**src/rtl/adc_serial_rx.sv**
```systemverilog
// Frames an AD7357-class serial ADC over NUM_CH shared-SCLK lines; commits on the frame-end falling edge (zero extra latency).
// Backpressure: valid/ready output; a frame completing while the previous one is unconsumed is dropped and flags sticky overrun.
module adc_serial_rx #(
   parameter int NUM_CH     = 2,
   parameter int DATA_W     = 14,
   parameter int LEAD_BITS  = 2,
   parameter int TRAIL_BITS = 0,
   parameter int QUIET_CYC  = 1,
   parameter bit MSB_FIRST  = 1'b1
) (
   input  logic                     i_clk,
   input  logic                     i_rst_n,
   input  logic                     i_sync,
   input  logic [NUM_CH-1:0]        i_if_sdata,
   output logic                     o_if_cs_n,
   output logic                     o_busy,
   output logic                     o_valid,
   input  logic                     i_ready,
   output logic [NUM_CH*DATA_W-1:0] o_data,
   output logic                     o_overrun,
   input  logic                     i_clr_overrun
);
   localparam int MAXC = (LEAD_BITS > DATA_W) ?
                         ((LEAD_BITS > TRAIL_BITS) ? ((LEAD_BITS > QUIET_CYC) ? LEAD_BITS : QUIET_CYC)
                                                   : ((TRAIL_BITS > QUIET_CYC) ? TRAIL_BITS : QUIET_CYC)) :
                         ((DATA_W > TRAIL_BITS) ? ((DATA_W > QUIET_CYC) ? DATA_W : QUIET_CYC)
                                                : ((TRAIL_BITS > QUIET_CYC) ? TRAIL_BITS : QUIET_CYC));
   localparam int CW = (MAXC > 1) ? $clog2(MAXC) : 1;
   localparam logic [CW-1:0] LEAD_LAST  = CW'((LEAD_BITS  > 0) ? LEAD_BITS  - 1 : 0);
   localparam logic [CW-1:0] DATA_LAST  = CW'(DATA_W - 1);
   localparam logic [CW-1:0] TRAIL_LAST = CW'((TRAIL_BITS > 0) ? TRAIL_BITS - 1 : 0);
   localparam logic [CW-1:0] QUIET_LAST = CW'((QUIET_CYC  > 0) ? QUIET_CYC  - 1 : 0);
   localparam int FW = NUM_CH * DATA_W;

   typedef enum logic [2:0] {S_IDLE, S_LEAD, S_DATA, S_TRAIL, S_QUIET} state_t;

   state_t          state_q, state_d;
   logic [CW-1:0]   cnt_q, cnt_d;
   logic [FW-1:0]   sr_q, sr_d, sr_shift, commit_dat;
   logic            cs_n_q, cs_n_d;
   logic            valid_q, valid_d;
   logic [FW-1:0]   data_q, data_d;
   logic            ovr_q, ovr_d;
   logic            frame_end;
   logic            ovr_set;

   always_comb begin
      logic [DATA_W-1:0] ch;
      logic [DATA_W-1:0] bitv;
      sr_shift = '0;
      for (int c = 0; c < NUM_CH; c++) begin
         ch   = sr_q[c*DATA_W +: DATA_W];
         bitv = '0;
         if (MSB_FIRST) begin
            bitv[0] = i_if_sdata[c];
            ch      = (ch << 1) | bitv;
         end else begin
            bitv[DATA_W-1] = i_if_sdata[c];
            ch             = (ch >> 1) | bitv;
         end
         sr_shift[c*DATA_W +: DATA_W] = ch;
      end
   end

   // Without trailing bits the frame ends on the last data edge, so that edge's bit must be included.
   assign commit_dat = (state_q == S_DATA) ? sr_shift : sr_q;

   always_comb begin
      state_d   = state_q;
      cnt_d     = cnt_q;
      sr_d      = sr_q;
      cs_n_d    = cs_n_q;
      frame_end = 1'b0;
      case (state_q)
         S_IDLE: if (i_sync) begin
            cs_n_d  = 1'b0;
            cnt_d   = '0;
            sr_d    = '0;
            state_d = (LEAD_BITS > 0) ? S_LEAD : S_DATA;
         end
         S_LEAD: if (cnt_q == LEAD_LAST) begin
            cnt_d   = '0;
            state_d = S_DATA;
         end else cnt_d = cnt_q + 1'b1;
         S_DATA: begin
            sr_d = sr_shift;
            if (cnt_q == DATA_LAST) begin
               cnt_d = '0;
               if (TRAIL_BITS > 0) state_d = S_TRAIL;
               else                frame_end = 1'b1;
            end else cnt_d = cnt_q + 1'b1;
         end
         S_TRAIL: if (cnt_q == TRAIL_LAST) begin
            cnt_d     = '0;
            frame_end = 1'b1;
         end else cnt_d = cnt_q + 1'b1;
         S_QUIET: if (cnt_q == QUIET_LAST) begin
            cnt_d   = '0;
            state_d = S_IDLE;
         end else cnt_d = cnt_q + 1'b1;
         default: state_d = S_IDLE;
      endcase
      if (frame_end) begin
         cs_n_d  = 1'b1;
         state_d = (QUIET_CYC > 0) ? S_QUIET : S_IDLE;
      end

      valid_d = valid_q;
      data_d  = data_q;
      ovr_d   = ovr_q;
      ovr_set = 1'b0;
      if (frame_end) begin
         if (!valid_q || i_ready) begin
            data_d  = commit_dat;
            valid_d = 1'b1;
         end else ovr_set = 1'b1;
      end else if (valid_q && i_ready) begin
         valid_d = 1'b0;
      end
      if (ovr_set)            ovr_d = 1'b1;
      else if (i_clr_overrun) ovr_d = 1'b0;
   end

   always_ff @(negedge i_clk or negedge i_rst_n) begin
      if (!i_rst_n) begin
         state_q <= S_IDLE;
         cnt_q   <= '0;
         sr_q    <= '0;
         cs_n_q  <= 1'b1;
         valid_q <= 1'b0;
         data_q  <= '0;
         ovr_q   <= 1'b0;
      end else begin
         state_q <= state_d;
         cnt_q   <= cnt_d;
         sr_q    <= sr_d;
         cs_n_q  <= cs_n_d;
         valid_q <= valid_d;
         data_q  <= data_d;
         ovr_q   <= ovr_d;
      end
   end

   assign o_if_cs_n = cs_n_q;
   assign o_busy    = (state_q != S_IDLE);
   assign o_valid   = valid_q;
   assign o_data    = data_q;
   assign o_overrun = ovr_q;
endmodule

```
**config.mk**
```make
export PLATFORM = sky130hd
export DESIGN_NAME = adc_serial_rx
export DESIGN_NICKNAME = d
export VERILOG_FILES = /design/src/rtl/adc_serial_rx.sv
export SDC_FILE = /design/constraint.sdc
export NUM_CORES = 1
export LEC_CHECK = 0
export CAP_MARGIN = 20
export CORE_MARGIN = 1.5
export CORE_UTILIZATION = 40
export DETAILED_ROUTE_END_ITERATION = 6
export PLACE_DENSITY = 0.72
export SKIP_CTS_REPAIR_TIMING = 1
export SLEW_MARGIN = 20
export SYNTH_ARGS = -nofsm -noshare
export SYNTH_HDL_FRONTEND = slang
export SYNTH_SLANG_ARGS = --single-unit
export TNS_END_PERCENT = 20
```
**constraint.sdc**
```tcl
create_clock -name i_clk -period 3.9 [get_ports i_clk]
set_clock_uncertainty 0.15 [all_clocks]
set_input_delay 0.78 -clock i_clk [delete_from_list [all_inputs] [get_ports i_clk]]
set_output_delay 0.78 -clock i_clk [all_outputs]
set_load 0.005 [all_outputs]
```
; Word level (Yosys, flattened, before mapping)
; Index checks and enable logic that the tools add are counted.
[classes]
eq_ne = 12
addsub = 1
bitwise = 2
reduce_logical = 20
n_mux = 26
[op_table]
columns = op, n
row1 = $mux 28, 2
row2 = $pmux 28 s2, 1
row3 = $or 14x1->14, 2
row4 = $mux 4, 4
row5 = $pmux 4 s4, 1
row6 = $mux 1, 12
row7 = $mux 3, 4
row8 = $pmux 3 s4, 1
row9 = $reduce_and 2->1, 5
row10 = $reduce_bool 2->1, 5
row11 = $ne 3x3->1 const B, 3
row12 = $eq 3x2->1 const B, 2
row13 = $add 4x1->4 const B, 1
row14 = $eq 4x1->1 const B, 1
row15 = $eq 4x4->1 const B, 1
row16 = $logic_not 4->1, 1
row17 = $ne 2x1->1 const B, 2
row18 = $reduce_and 4->1, 1
row19 = $reduce_bool 4->1, 1
row20 = $reduce_or 2->1, 2
row21 = $eq 3x1->1 const B, 1
row22 = $eq 3x3->1 const B, 1
row23 = $logic_not 3->1, 1
row24 = $reduce_bool 3->1, 1
row25 = 5 further kinds, 5
[word_totals]
reg_bits = 66
elab_cells = 68
in_bits = 7
output_inout_bits = 32

; Logic depth before layout (Yosys ltp)
[depth]
word_depth = 5
mapped_depth = 8
ltp_nobuf = 6

==> results.md <==
- Via-to-Cell Ratio: around 5
- Worst Max-Slew Pin Slew: 0.7222 ns
- Wire per inst: 14.41 um
- Die area: 7424 um2
- Clk buf depth: 2
- Post-synth net total: 256
- Cell depth of the worst hold path: 2
- Final max-slew violation count: 0
- Data arrival, critical path: 2.08 ns
- Post-DP HPWL: ~3600 um
- FP Rows: 30
- Largest net degree at the start of global routing: 37
- Setup CP Type: input port to flop
- Die Wd: roughly 86 um
- H-tree depth: 3
- Layout cells sized above 1: 16.56%
- Clock-pin slew on the worst setup and hold paths: around 0.05 ns
- Num CTS Buffers: 9
- ANT cells: 0
- Nature of the critical path endpoint: flop
- Area leader, netlist: dfrtn_1
- Most common cell after layout, fill and taps aside: dfrtn_1
- DR pass1 iterations: 4
- TritonCTS sink count: 66
- Clock Latency Late Sink: 0.33 ns
- First-pass GRT wire length: just over 9000 um
- DRC Markers: 0
- GPL Wtd Cong: 0.7748
- Initial antenna violation count: 0
- Final setup fails: 2
- Final Total Pwr: around 2900 uW
- Setup Total Neg Slack: -0.1951 ns
- Pwr Density: ~800 nW/um2
- Synth area leaders: dfrtn_1 59%, mux2i_1 10%, nor2_1 8.3%
- WP data required: approximately 2.0 ns
- Routed vias: 1,914
- Leakage: 0.001904 uW
- TritonCTS clock tree: yes
- Iter 0 DRT Violations: 95
- RSZ-0062 raised after global routing: yes
- Port Buffers: 38
- Area growth, synth to finish: 33.11%
- # placed instances: around 360
- Filler Cell Count: 591
- Startpoint types: input port
- Area fraction of the dominant cell type after synthesis: 58.80%
- Max cap viols: 0
- Clock Tree Root: clkbuf_8
- Failing checks: setup timing
- Most frequent cells in the layout: 65 x dfrtn_1, 60 x nor2_1, 31 x dlymetal6s2s_1, 30 x a21oi_1, 29 x mux2i_1
- Worst hold margin: 0.3134 ns
- Detailed Route WL: between 5000 and 6000 um
- Final nets: 307
- I/O Pins: 39
- Syn Area/Cell: 11.25 um2
- Worst Setup Slack, final: -0.1043 ns
- Synth cell types: 35
- Syn Std Cell Area: between 2000 and 3000 um2
- Crit-path max FO: 5
- YS warnings: 0
- All-Layer GR Usage: 15.79%
- Post-route insts no fill: 382
- Fin. Hold Viols: 0
- Register area share after synthesis: around three fifths
- Antenna viol nets, final: 0
- Number of global-route vias before repair: ~2,000
- Worst vdd ir: 365.2 uV
- Run status: finished, violations left
- Worst slew margin: 51.09%
- R2R depth: 6
- GRT overflow: 0
- Synth Instances: 246
- Chip height: 86.16 um
- Core Footprint: 6756 um2
- Worst Hold Class: flop to flop
- Synth Register Bits: 66
- Starting Density: between 40 and 50%
==> area by class of cell <==
cell class	count	area (um2)	area share, %
clock inverter	7	140.1	3.806
clock buffer	10	137.6	3.738
multi-input combinational	156	1001	27.18
inverter	8	30.03	0.8155
tap	80	100.1	2.718
timing repair buffer	55	620.6	16.85
sequential	66	1653	44.89
==> sequential cells by signal, indices dropped and copies added (netlist names) <==
signal and flops:
state_q 3, o_valid 1, cnt_q 4, sr_q 28
o_if_cs_n 1, o_overrun 1, o_data 28
==> layer usage <==
layer  global-route usage (%)  up-vias  wire, um
met1                    20.15      932      2577
met3                    3.176       11       202
li1                         -      938         -
met5                        0        -         0
met2                    25.84       33      2631
met4                    7.478        0        93
==> final timing paths <==
path	from	to	slack, ns
min	o_data[18]	o_data[18]	0.31
min in group asynchronous	i_rst_n	cnt_q[2]	2.04
max in group asynchronous	i_rst_n	o_data[4]	1.02
max reg2reg	cnt_q[0]	cnt_q[2]	1.66
min reg2reg	o_data[18]	o_data[18]	0.31
max	i_sync	cnt_q[2]	-0.10
==> power by group <==
group          total, uW  internal [uW]  switching [uW]
clock                782            510             272
combinational       1090            573             516
sequential          1060            926             132
==> metrics by stage <==
step / area, um2 / util [%] / setup slack, ns
2_1_floorplan: 2773 / - / 0.0004163
3_3_place_gp: 3316 / 49.07 / -0.4299
3_5_place_dp: 3316 / 49.07 / -0.4435
4_1_cts: 3590 / 53.13 / -0.3974
5_1_grt: 3682 / 54.50 / -0.1535
6_report: 3682 / 54.50 / -0.1043
==> critical path, cell delays in order <==
cell,delay [ns]
clkdlybuf4s50_1,0.41
or4_1,0.42
o21ai_2,0.13
a2111oi_2,0.06
a221o_1,0.29
==> cell families (layout without fill, tap and decap cells) <==
kind of cell | Yosys count | in the layout | synth area share, %
compound gates | 45 | 45 | 10.13
mux | 29 | 29 | 10.49
flops | 66 | 66 | 59.75
fa+ha+maj | 3 | 3 | 1.357
simple gates | 79 | 79 | 13.25
buf+inv | 24 | 80 | 5.020
==> synth_stat cells (all sizes together) <==
master    n
nand2     5
clkbuf    3
a221oi    1
nand4b    1
buf      12
nand3     2
nor4      1
inv       9
dfstp     1
or3b      1
mux2i    29
ha        3
nor2     61
and3      1
a32oi     1
a221o     1
a21oi    30
o22ai     2
a2111oi   1
o21ai     3
dfrtn    65
a22o      2
or4       1
or2       1
a31oi     2
o311ai    1
nand4bb   1
nor3b     1
and2b     1
nand2b    2
a21o      1
Note: power is estimated with default switching activity, not from simulation.
